`config.mk`:
```
export PLATFORM = sky130hd
export DESIGN_NAME = monitor_trace_buf
export DESIGN_NICKNAME = d
export VERILOG_FILES = /design/src/rtl/monitor_trace_buf.sv
export SDC_FILE = /design/constraint.sdc
export NUM_CORES = 1
export LEC_CHECK = 0
export ABC_CLOCK_PERIOD_IN_PS = 4370
export CAP_MARGIN = 20
export CORE_ASPECT_RATIO = 2
export CORE_UTILIZATION = 50
export DETAILED_ROUTE_END_ITERATION = 10
export PLACE_DENSITY_LB_ADDON = 0.05
export SLEW_MARGIN = 10
export SYNTH_ARGS = -nofsm -noshare
export SYNTH_HDL_FRONTEND = slang
export SYNTH_SLANG_ARGS = --single-unit
```
`constraint.sdc`:
```
create_clock -name clk -period 4.37 [get_ports clk]
set_clock_uncertainty 0.05 [all_clocks]
set_input_delay 0.6555 -clock clk [delete_from_list [all_inputs] [get_ports clk]]
set_output_delay 0.6555 -clock clk [all_outputs]
set_load 0.02 [all_outputs]
```
`src/rtl/monitor_trace_buf.sv`:
```
// Ring-buffer trace of MWL captures with arm/trigger/post-count freeze and a
// four-register read port that drains entries oldest-first.
module monitor_trace_buf #(
    parameter int unsigned DEPTH     = 16,
    parameter logic [15:0] BASE_ADDR = 16'h0040
) (
    input  logic                     clk,
    input  logic                     rst_n,
    input  logic                     ct,
    input  logic [12:1]              mt,
    input  logic [16:1]              mwl,
    input  logic [11:0]              agc_pulses,
    input  logic                     s_match,
    input  logic                     i_match,
    input  logic [11:0]              pulse_mask,
    input  logic [12:1]              time_mask,
    input  logic [1:0]               trig_mode,
    input  logic [$clog2(DEPTH):0]   post_count,
    input  logic                     arm,
    input  logic                     clear,
    output logic [1:0]               trace_state,
    input  logic                     read_en,
    input  logic [15:0]              addr,
    output logic [15:0]              data_out
);

    localparam int unsigned AW = $clog2(DEPTH);
    localparam int unsigned CW = AW + 1;
    localparam logic [AW:0] MaxPost = CW'(DEPTH - 1);
    localparam logic [AW:0] DepthC  = CW'(DEPTH);

    typedef enum logic [1:0] {
        StIdle  = 2'd0,
        StArmed = 2'd1,
        StTrig  = 2'd2,
        StDone  = 2'd3
    } state_e;

    state_e        state_q;
    logic [AW-1:0] wr_ptr_q, rd_ptr_q;
    logic [AW:0]   count_q, remain_q;
    logic          read_en_q;

    logic [15:0] data_mem [DEPTH];
    logic [15:0] tag_mem  [DEPTH];

    logic        pulse_ok, time_ok, cap, trig_src, trig_hit;
    logic        capturing, trig_flag, full, pop;
    logic [3:0]  mt_code;
    logic [AW:0] post_eff;

    assign pulse_ok = (pulse_mask == '0) | ((pulse_mask & agc_pulses) != '0);
    assign time_ok  = (time_mask == '0) | ((time_mask & mt) != '0);
    assign cap      = ct & pulse_ok & time_ok;

    always_comb begin
        unique case (trig_mode)
            2'd0:    trig_src = 1'b1;
            2'd1:    trig_src = s_match;
            2'd2:    trig_src = i_match;
            default: trig_src = s_match & i_match;
        endcase
    end

    assign trig_hit = cap & trig_src;

    // Descending scan so the lowest set timepulse wins.
    always_comb begin
        mt_code = 4'd0;
        for (int i = 12; i >= 1; i--) begin
            if (mt[i]) mt_code = 4'(i);
        end
    end

    assign post_eff  = (post_count > MaxPost) ? MaxPost : post_count;
    assign full      = (count_q == DepthC);
    assign capturing = ~clear & ~arm & cap & ((state_q == StArmed) | (state_q == StTrig));
    assign trig_flag = (state_q == StArmed) & trig_hit;
    assign pop       = read_en_q & (addr == BASE_ADDR + 16'd2) & (count_q != '0) &
                       ((state_q == StIdle) | (state_q == StDone));

    always_ff @(posedge clk or negedge rst_n) begin
        if (!rst_n) begin
            state_q  <= StIdle;
            wr_ptr_q <= '0;
            rd_ptr_q <= '0;
            count_q  <= '0;
            remain_q <= '0;
        end else if (clear) begin
            state_q  <= StIdle;
            wr_ptr_q <= '0;
            rd_ptr_q <= '0;
            count_q  <= '0;
            remain_q <= '0;
        end else if (arm) begin
            state_q  <= StArmed;
            wr_ptr_q <= '0;
            rd_ptr_q <= '0;
            count_q  <= '0;
            remain_q <= '0;
        end else if (capturing) begin
            wr_ptr_q <= wr_ptr_q + 1'b1;
            // A full buffer drops its oldest entry to make room.
            if (full) rd_ptr_q <= rd_ptr_q + 1'b1;
            else      count_q  <= count_q + 1'b1;
            if (state_q == StArmed) begin
                if (trig_hit) begin
                    if (post_eff == '0) begin
                        state_q <= StDone;
                    end else begin
                        state_q  <= StTrig;
                        remain_q <= post_eff;
                    end
                end
            end else begin
                remain_q <= remain_q - 1'b1;
                if (remain_q == CW'(1)) state_q <= StDone;
            end
        end else if (pop) begin
            rd_ptr_q <= rd_ptr_q + 1'b1;
            count_q  <= count_q - 1'b1;
        end
    end

    always_ff @(posedge clk or negedge rst_n) begin
        if (!rst_n) read_en_q <= 1'b0;
        else        read_en_q <= read_en;
    end

    always_ff @(posedge clk) begin
        if (capturing) begin
            data_mem[wr_ptr_q] <= mwl;
            tag_mem[wr_ptr_q]  <= {trig_flag, mt_code, agc_pulses[10:0]};
        end
    end

    always_comb begin
        data_out = 16'h0000;
        if (read_en_q) begin
            case (addr)
                BASE_ADDR:          data_out = {state_q, 5'b0, 9'(count_q)};
                BASE_ADDR + 16'd1:  data_out = (count_q != '0) ? data_mem[rd_ptr_q] : 16'h0000;
                BASE_ADDR + 16'd2:  data_out = (count_q != '0) ? tag_mem[rd_ptr_q] : 16'h0000;
                BASE_ADDR + 16'd3:  data_out = {8'b0, 8'(wr_ptr_q)};
                default:            data_out = 16'h0000;
            endcase
        end
    end

    assign trace_state = state_q;

endmodule
```
==> qor.csv, run 1 <==
stage,metric,value,unit
status,status,finished clean,
logic_synthesis,Post-Syn Nets,1285,
clock_network,CTS tree,yes,
logic_synthesis,number of instances in the synthesized netlist,1177,
global_routing,Overall Global Routing Usage,25.7,%
timing,sum of negative setup slack,0,ns
clock_network,clock network latency to the later pin of the worst-skew pair,0.56,ns
pwr,power after layout,10.7,mW
clock_network,Root Driver,sky130_fd_sc_hd__clkbuf_16,
cells_and_area,count of nets after finishing,1463,
global_routing,vias in the first global route,12451,
timing,Fmax achieved,0.236,GHz
global_routing,largest net degree at the start of global routing,53,
timing,actual transition at the worst max-transition pin,0.997,ns
floorplan,number of placed I/O pins,113,
timing,time the final worst path needs with I/O delays and setup,4.24,ns
detailed_routing,WL/cell,28.9,µm
cells_and_area,"leading cell type in the layout, fill and taps excluded",sky130_fd_sc_hd__edfxtp_1,
floorplan,area of the core,43500,µm²
logic_synthesis,top_reg_cell synth,sky130_fd_sc_hd__edfxtp_1,
logic_synthesis,ys async rst share,3.94,%
timing,Final Hold Viols,0,
floorplan,count of standard-cell rows,108,
setup_path,Worst Path Max Fanout,36,
timing,fraction of the cycle the final worst path needs,97.1,%
setup_path,master of the slowest instance on the critical path,sky130_fd_sc_hd__dfrtp_4,
cells_and_area,area grow syn2layout,17.3,%
place,Placed Area,24100,µm²
setup_path,signal arrival time at the worst endpoint,3.54,ns
global_routing,"Remaining Overflow, GRT",0,
setup_path,most prevalent standard cell on the critical path,sky130_fd_sc_hd__a21oi_1,
logic_synthesis,synthesized area,22100,µm²
setup_path,delay contributed by the slowest stage of the critical path,0.57,ns
floorplan,Die ar.,45000,µm²
detailed_routing,count of TritonRoute iterations in the first routing pass,5,
detailed_routing,vias per std cell,6.20,
timing,setup repair after global routing missed its margin,false,
clock_network,clock edge transition at the registers on the reported setup and hold paths,0.07,ns
cells_and_area,highest-count cells in the layout ignoring fill and taps,"512 x sky130_fd_sc_hd__edfxtp_1, 115 x sky130_fd_sc_hd__mux2i_1, 112 x sky130_fd_sc_hd__clkdlybuf4s50_1",
global_routing,number of antenna violations at the first check in global routing,0,
setup_path,"Req. time, crit path",3.66,ns
cells_and_area,proportion of layout cells with a drive suffix above 1,18.5,%
logic_synthesis,YS warnings,0,
clock_network,Max clock buf depth,3,
worst_hold_path,HP Class,in2async,
pwr,highest ir drop seen on vdd,0.000378,V
detailed_routing,post-route ant nets,0,
timing,number of setup violations in the final report,0,
floorplan,effective utilization at floorplan,50.7,%
pwr,Leak,8.33,nW
place,hpwl dp,33.1,mm
timing,Final Max Tran Viols,0,
floorplan,chip height,299,µm
logic_synthesis,"Seq/Total Area, Yosys",72.1,%
setup_path,WS Path Type,reg2out,
floorplan,floorplan die width,151,µm
detailed_routing,Post-Route WL,56.1,mm
logic_synthesis,Post-synth EDFFs,512,
global_routing,wire length of the first global-routing pass,81.3,mm
detailed_routing,vias after detailed routing,12040,
place,input/output buffers,112,
place,GPL Wtd Cong,0.856,
setup_path,critical-path cell list,"buf_4, mux4_2, a22oi_1, a21oi_1, a21oi_1, o22ai_1, clkdlybuf4s50_1",
detailed_routing,DR DRC count,0,
logic_synthesis,number of register bits inferred by synthesis,533,
setup_path,CP Launch Type,flop,
pwr,P per Cell Area,415,nW/µm²
cells_and_area,"final std cell area, no fill",25900,µm²
job,Maximum Capacitance Violations,0,
logic_synthesis,Synth Area per Inst,18.7,µm²
detailed_routing,starting DRC count in detailed routing,889,
clock_network,H-tree depth reported by CTS,2,
clock_network,number of buffers created by CTS,45,
logic_synthesis,count of unique library cells instantiated by Yosys,71,
clock_network,clock sink total,533,
setup_path,critical path endpoint category,output port,
timing,worst relative slew slack,33.3,%
==> through the flow <==
stage | setup WS, ns | hold slack [ns] | std cells | util, %
global placement | 0.357 | 0.479 | 1845 | 55.5
finish | 0.127 | 0.305 | 1942 | 59.5
global route | 0.00446 | 0.302 | 1941 | 59.5
detailed placement | 0.186 | 0.496 | 1845 | 55.5
floorplan | 0.475 | 0.310 | 1177 | -
CTS | 0.0121 | 0.461 | 1929 | 59.2
==> state kept, by name (all words and copies together) (netlist names) <==
signal / flops
read_en_q: 1
data_mem: 256
trace_state: 2
tag_mem: 256
wr_ptr_q: 4
count_q: 5
remain_q: 5
rd_ptr_q: 4
==> area by class of cell <==
cell class | count | area (µm²)
flip-flops and latches | 533 | 15900
repair buffers | 193 | 2030
diodes | 1 | 2.50
well taps | 550 | 688
clock inverters | 31 | 425
inverters | 20 | 88.8
fillers | 3269 | 17600
clock buffers | 52 | 1150
multi-input cells | 562 | 5590
==> power by group <==
group          internal [mW]  switching (mW)
logic                  0.357           0.413
clock network           2.50            1.81
registers               5.62          0.0354
==> worst paths after layout <==
path                       cells after the start                        from                      end  slack, ns
hold reg to reg                                2     remain_q[4]$_DFFE_PN0P_  remain_q[4]$_DFFE_PN0P_       0.51
hold / removal                                 1                       rst_n      read_en_q$_DFF_PN0_       0.30
min in group clk                               1                     read_en      read_en_q$_DFF_PN0_       0.49
setup / recovery                               7     rd_ptr_q[1]$_DFFE_PN0P_              data_out[2]       0.13
setup reg to reg                              11  trace_state[1]$_DFFE_PN0P_   count_q[4]$_DFFE_PN0P_       1.58
max in group asynchronous                      2                       rst_n  remain_q[2]$_DFFE_PN0P_       3.56
==> metal layers <==
layer	vias up	wire length, µm	track usage (%)
met5	-	0	0
met3	98	2270	2.91
met1	6341	21300	31.0
met2	363	30300	46.8
li1	5238	-	-
met4	0	2170	9.14
==> Yosys cell counts (5+ instances only) <==
| master | n | share of area [%] |
|---|---|---|
| sky130_fd_sc_hd__mux4_2 | 60 | 6.1 |
| sky130_fd_sc_hd__a21oi_1 | 42 | 0.95 |
| sky130_fd_sc_hd__clkbuf_8 | 11 | 0.69 |
| sky130_fd_sc_hd__a221oi_1 | 51 | 2.0 |
| sky130_fd_sc_hd__nand2_1 | 34 | 0.58 |
| sky130_fd_sc_hd__mux4_1 | 17 | 2.0 |
| sky130_fd_sc_hd__edfxtp_1 | 512 | 70 |
| sky130_fd_sc_hd__mux2_1 | 5 | 0.26 |
| sky130_fd_sc_hd__buf_6 | 11 | 0.56 |
| sky130_fd_sc_hd__nor4_1 | 8 | 0.23 |
| sky130_fd_sc_hd__clkbuf_1 | 15 | 0.26 |
| sky130_fd_sc_hd__a22oi_1 | 43 | 1.5 |
| sky130_fd_sc_hd__o21ai_0 | 32 | 0.73 |
| sky130_fd_sc_hd__nand2b_1 | 5 | 0.14 |
| sky130_fd_sc_hd__buf_12 | 6 | 0.54 |
| sky130_fd_sc_hd__buf_8 | 6 | 0.41 |
| sky130_fd_sc_hd__ha_1 | 12 | 0.68 |
| sky130_fd_sc_hd__inv_1 | 19 | 0.32 |
| sky130_fd_sc_hd__mux2_2 | 5 | 0.26 |
| sky130_fd_sc_hd__mux2i_1 | 115 | 5.2 |
| sky130_fd_sc_hd__nand3_1 | 7 | 0.16 |
| sky130_fd_sc_hd__buf_2 | 5 | 0.11 |
| sky130_fd_sc_hd__o22ai_1 | 7 | 0.20 |
| sky130_fd_sc_hd__dfrtp_1 | 21 | 2.4 |
| sky130_fd_sc_hd__nor2_1 | 45 | 0.77 |
| sky130_fd_sc_hd__nor3_1 | 9 | 0.20 |
==> cell families after synthesis <==
| kind of cell | Yosys count | synth area share [%] |
|---|---|---|
| compound gates | 202 | 6.54 |
| simple gates | 142 | 3.40 |
| buf+inv | 82 | 3.23 |
| flops | 533 | 72.1 |
| mux | 202 | 13.9 |
| xor+xnor | 3 | 0.119 |
| fa+ha+maj | 13 | 0.771 |
==> timing repair <==
item / CTS / global route
gates cloned: 0 / 0
buffers inserted: 1 / 9
hold buffers: 0 / 0
setup endpoints to repair: 9 / 11
gates resized for setup: 0 / 5
==> critical path: cells and delay by family, from the launching register on <==
kind / cells / cell delay (ns)
compound gates: 4 / 0.82
buf+inv: 2 / 1.14
flops: 1 / 0.57
mux: 1 / 0.43
Power figures use the tool's default switching activity.
==> inputs of run 2 (changes only) <==
--- a/config.mk
+++ b/config.mk
@@ -8,10 +8,11 @@
 export ABC_CLOCK_PERIOD_IN_PS = 4370
 export CAP_MARGIN = 20
 export CORE_ASPECT_RATIO = 2
+export CORE_MARGIN = 2
 export CORE_UTILIZATION = 50
 export DETAILED_ROUTE_END_ITERATION = 10
 export PLACE_DENSITY_LB_ADDON = 0.05
-export SLEW_MARGIN = 10
+export SLEW_MARGIN = 20
 export SYNTH_ARGS = -nofsm -noshare
 export SYNTH_HDL_FRONTEND = slang
 export SYNTH_SLANG_ARGS = --single-unit
==> qor.csv, run 2 (synthesis results as in run 1) <==
stage,metric,value,unit,change
status,status,finished clean,,unchanged
pwr,P per Cell Area,413,nW/µm²,was 415 nW/µm²
detailed_routing,starting DRC count in detailed routing,696,,was 889
setup_path,WS Path Type,reg2out,,unchanged
timing,setup repair after global routing missed its margin,false,,unchanged
clock_network,H-tree depth reported by CTS,2,,unchanged
floorplan,number of placed I/O pins,113,,unchanged
place,input/output buffers,112,,unchanged
clock_network,clock network latency to the later pin of the worst-skew pair,0.57,ns,was 0.56 ns
timing,worst relative slew slack,30.5,%,was 33.3%
detailed_routing,vias per std cell,6.23,,was 6.20
floorplan,count of standard-cell rows,108,,unchanged
setup_path,Worst Path Max Fanout,23,,was 36
global_routing,"Remaining Overflow, GRT",0,,unchanged
floorplan,effective utilization at floorplan,50.7,%,unchanged
cells_and_area,"leading cell type in the layout, fill and taps excluded",sky130_fd_sc_hd__edfxtp_1,,unchanged
detailed_routing,count of TritonRoute iterations in the first routing pass,6,,was 5
floorplan,area of the core,43500,µm²,unchanged
pwr,highest ir drop seen on vdd,0.000304,V,was 0.000378 V
global_routing,number of antenna violations at the first check in global routing,0,,unchanged
timing,Fmax achieved,0.236,GHz,about the same
floorplan,chip height,301,µm,was 299 µm
worst_hold_path,HP Class,in2async,,unchanged
cells_and_area,proportion of layout cells with a drive suffix above 1,17.2,%,was 18.5%
global_routing,vias in the first global route,12430,,was 12451
cells_and_area,count of nets after finishing,1447,,was 1463
global_routing,wire length of the first global-routing pass,81.6,mm,was 81.3 mm
detailed_routing,vias after detailed routing,11969,,was 12040
setup_path,critical path endpoint category,output port,,unchanged
clock_network,clock edge transition at the registers on the reported setup and hold paths,0.07,ns,about the same
clock_network,number of buffers created by CTS,46,,was 45
setup_path,delay contributed by the slowest stage of the critical path,0.67,ns,was 0.57 ns
detailed_routing,Post-Route WL,55.9,mm,was 56.1 mm
global_routing,Overall Global Routing Usage,24.3,%,was 25.7%
global_routing,largest net degree at the start of global routing,43,,was 53
clock_network,CTS tree,yes,,unchanged
timing,post-layout worst setup margin,0.128,ns,was 0.127 ns
cells_and_area,"final std cell area, no fill",25700,µm²,was 25900 µm²
timing,fraction of the cycle the final worst path needs,97.1,%,about the same
cells_and_area,highest-count cells in the layout ignoring fill and taps,"512 x sky130_fd_sc_hd__edfxtp_1, 115 x sky130_fd_sc_hd__mux2i_1, 111 x sky130_fd_sc_hd__clkdlybuf4s50_1",,"was 512 x sky130_fd_sc_hd__edfxtp_1, 115 x sky130_fd_sc_hd__mux2i_1, 112 x sky130_fd_sc_hd__clkdlybuf4s50_1"
detailed_routing,WL/cell,29.1,µm,was 28.9 µm
pwr,power after layout,10.6,mW,was 10.7 mW
pwr,Leak,8.20,nW,was 8.33 nW
timing,sum of negative setup slack,0,ns,unchanged
detailed_routing,DR DRC count,0,,unchanged
cells_and_area,area grow syn2layout,16.5,%,was 17.3%
timing,time the final worst path needs with I/O delays and setup,4.24,ns,about the same
detailed_routing,post-route ant nets,0,,unchanged
timing,worst hold margin,0.0126,ns,was 0.305 ns
clock_network,Root Driver,sky130_fd_sc_hd__clkbuf_16,,unchanged
floorplan,Die ar.,45900,µm²,was 45000 µm²
setup_path,critical-path cell list,"buf_12, mux4_2, a22oi_1, a21oi_1, a21oi_1, o22ai_1, clkdlybuf4s50_1",,"was buf_4, mux4_2, a22oi_1, a21oi_1, a21oi_1, o22ai_1, clkdlybuf4s50_1"
timing,Final Max Tran Viols,0,,unchanged
timing,number of setup violations in the final report,0,,unchanged
place,GPL Wtd Cong,0.831,,was 0.856
setup_path,most prevalent standard cell on the critical path,sky130_fd_sc_hd__a21oi_1,,unchanged
place,worst slack at placement,0.283,ns,was 0.186 ns
cells_and_area,registers with the most flip-flops,"data_mem (256), tag_mem (256)",,unchanged
place,Placed Area,24200,µm²,was 24100 µm²
setup_path,signal arrival time at the worst endpoint,3.54,ns,about the same
setup_path,master of the slowest instance on the critical path,sky130_fd_sc_hd__dfrtp_4,,unchanged
timing,actual transition at the worst max-transition pin,1.04,ns,was 0.997 ns
clock_network,clock sink total,533,,unchanged
setup_path,CP Launch Type,flop,,unchanged
clock_network,Max clock buf depth,3,,unchanged
setup_path,"Req. time, crit path",3.66,ns,about the same
place,hpwl dp,32.7,mm,was 33.1 mm
floorplan,floorplan die width,153,µm,was 151 µm
job,Maximum Capacitance Violations,0,,unchanged
timing,Final Hold Viols,0,,unchanged
cells_and_area,count of antenna diodes in the layout,0,,was 1
[run 2: report_power, final]
group	internal [mW]	leakage, nW	switching [mW]
sequential	5.63	4.88	0.0397
clock	2.38	0.740	1.81
combinational	0.347	2.58	0.400
[run 2: per-stage QoR]
step                      utilization (%)  instances
after floorplan                         -       1177
after CTS                            59.0       1921
after global routing                 59.1       1921
after global placement               55.5       1840
final                                59.1       1921
after detailed placement             55.5       1840
[run 2: worst max-delay path, delay by kind of cell, from the launching register on]
family,cells,cell delay (ns)
AOI/OAI and AO/OA,4,0.88
buffers and inverters,2,0.85
DFF,1,0.67
muxes,1,0.53
[run 2: what timing repair did]
item | in CTS | in global routing
gates resized for setup | 0 | 1
endpoints found under the setup margin | 6 | 5
endpoints found under the hold margin | 0 | 0
hold buffers | 0 | 0
buffers inserted | 1 | 0
[run 2: layer usage]
| layer | global-route usage (%) | vias up | share of wire, % |
|---|---|---|---|
| met5 | 0 | - | 0 |
| met4 | 7.10 | 0 | 2.6 |
| met3 | 2.72 | 81 | 4.0 |
| met2 | 46.8 | 325 | 56 |
| met1 | 28.5 | 6362 | 37 |
| li1 | - | 5201 | - |
[run 2: final timing paths]
path / from / end / slack [ns] / cells after the start
setup reg to reg: trace_state[1]$_DFFE_PN0P_ / count_q[4]$_DFFE_PN0P_ / 1.46 / 11
setup / recovery: rd_ptr_q[0]$_DFFE_PN0P_ / data_out[3] / 0.13 / 7
min in group clk: read_en / read_en_q$_DFF_PN0_ / 0.51 / 1
hold / removal: rst_n / read_en_q$_DFF_PN0_ / 0.01 / 1
hold reg to reg: remain_q[4]$_DFFE_PN0P_ / remain_q[4]$_DFFE_PN0P_ / 0.53 / 2
max in group asynchronous: rst_n / rd_ptr_q[0]$_DFFE_PN0P_ / 3.86 / 1
[run 2: area by class of cell]
class,count,area [µm²]
inverters,20,88.8
fillers,3282,17800
flip-flops and latches,533,15900
well taps,550,688
multi-input cells,562,5580
repair buffers,176,1910
clock inverters,29,329
clock buffers,51,1190
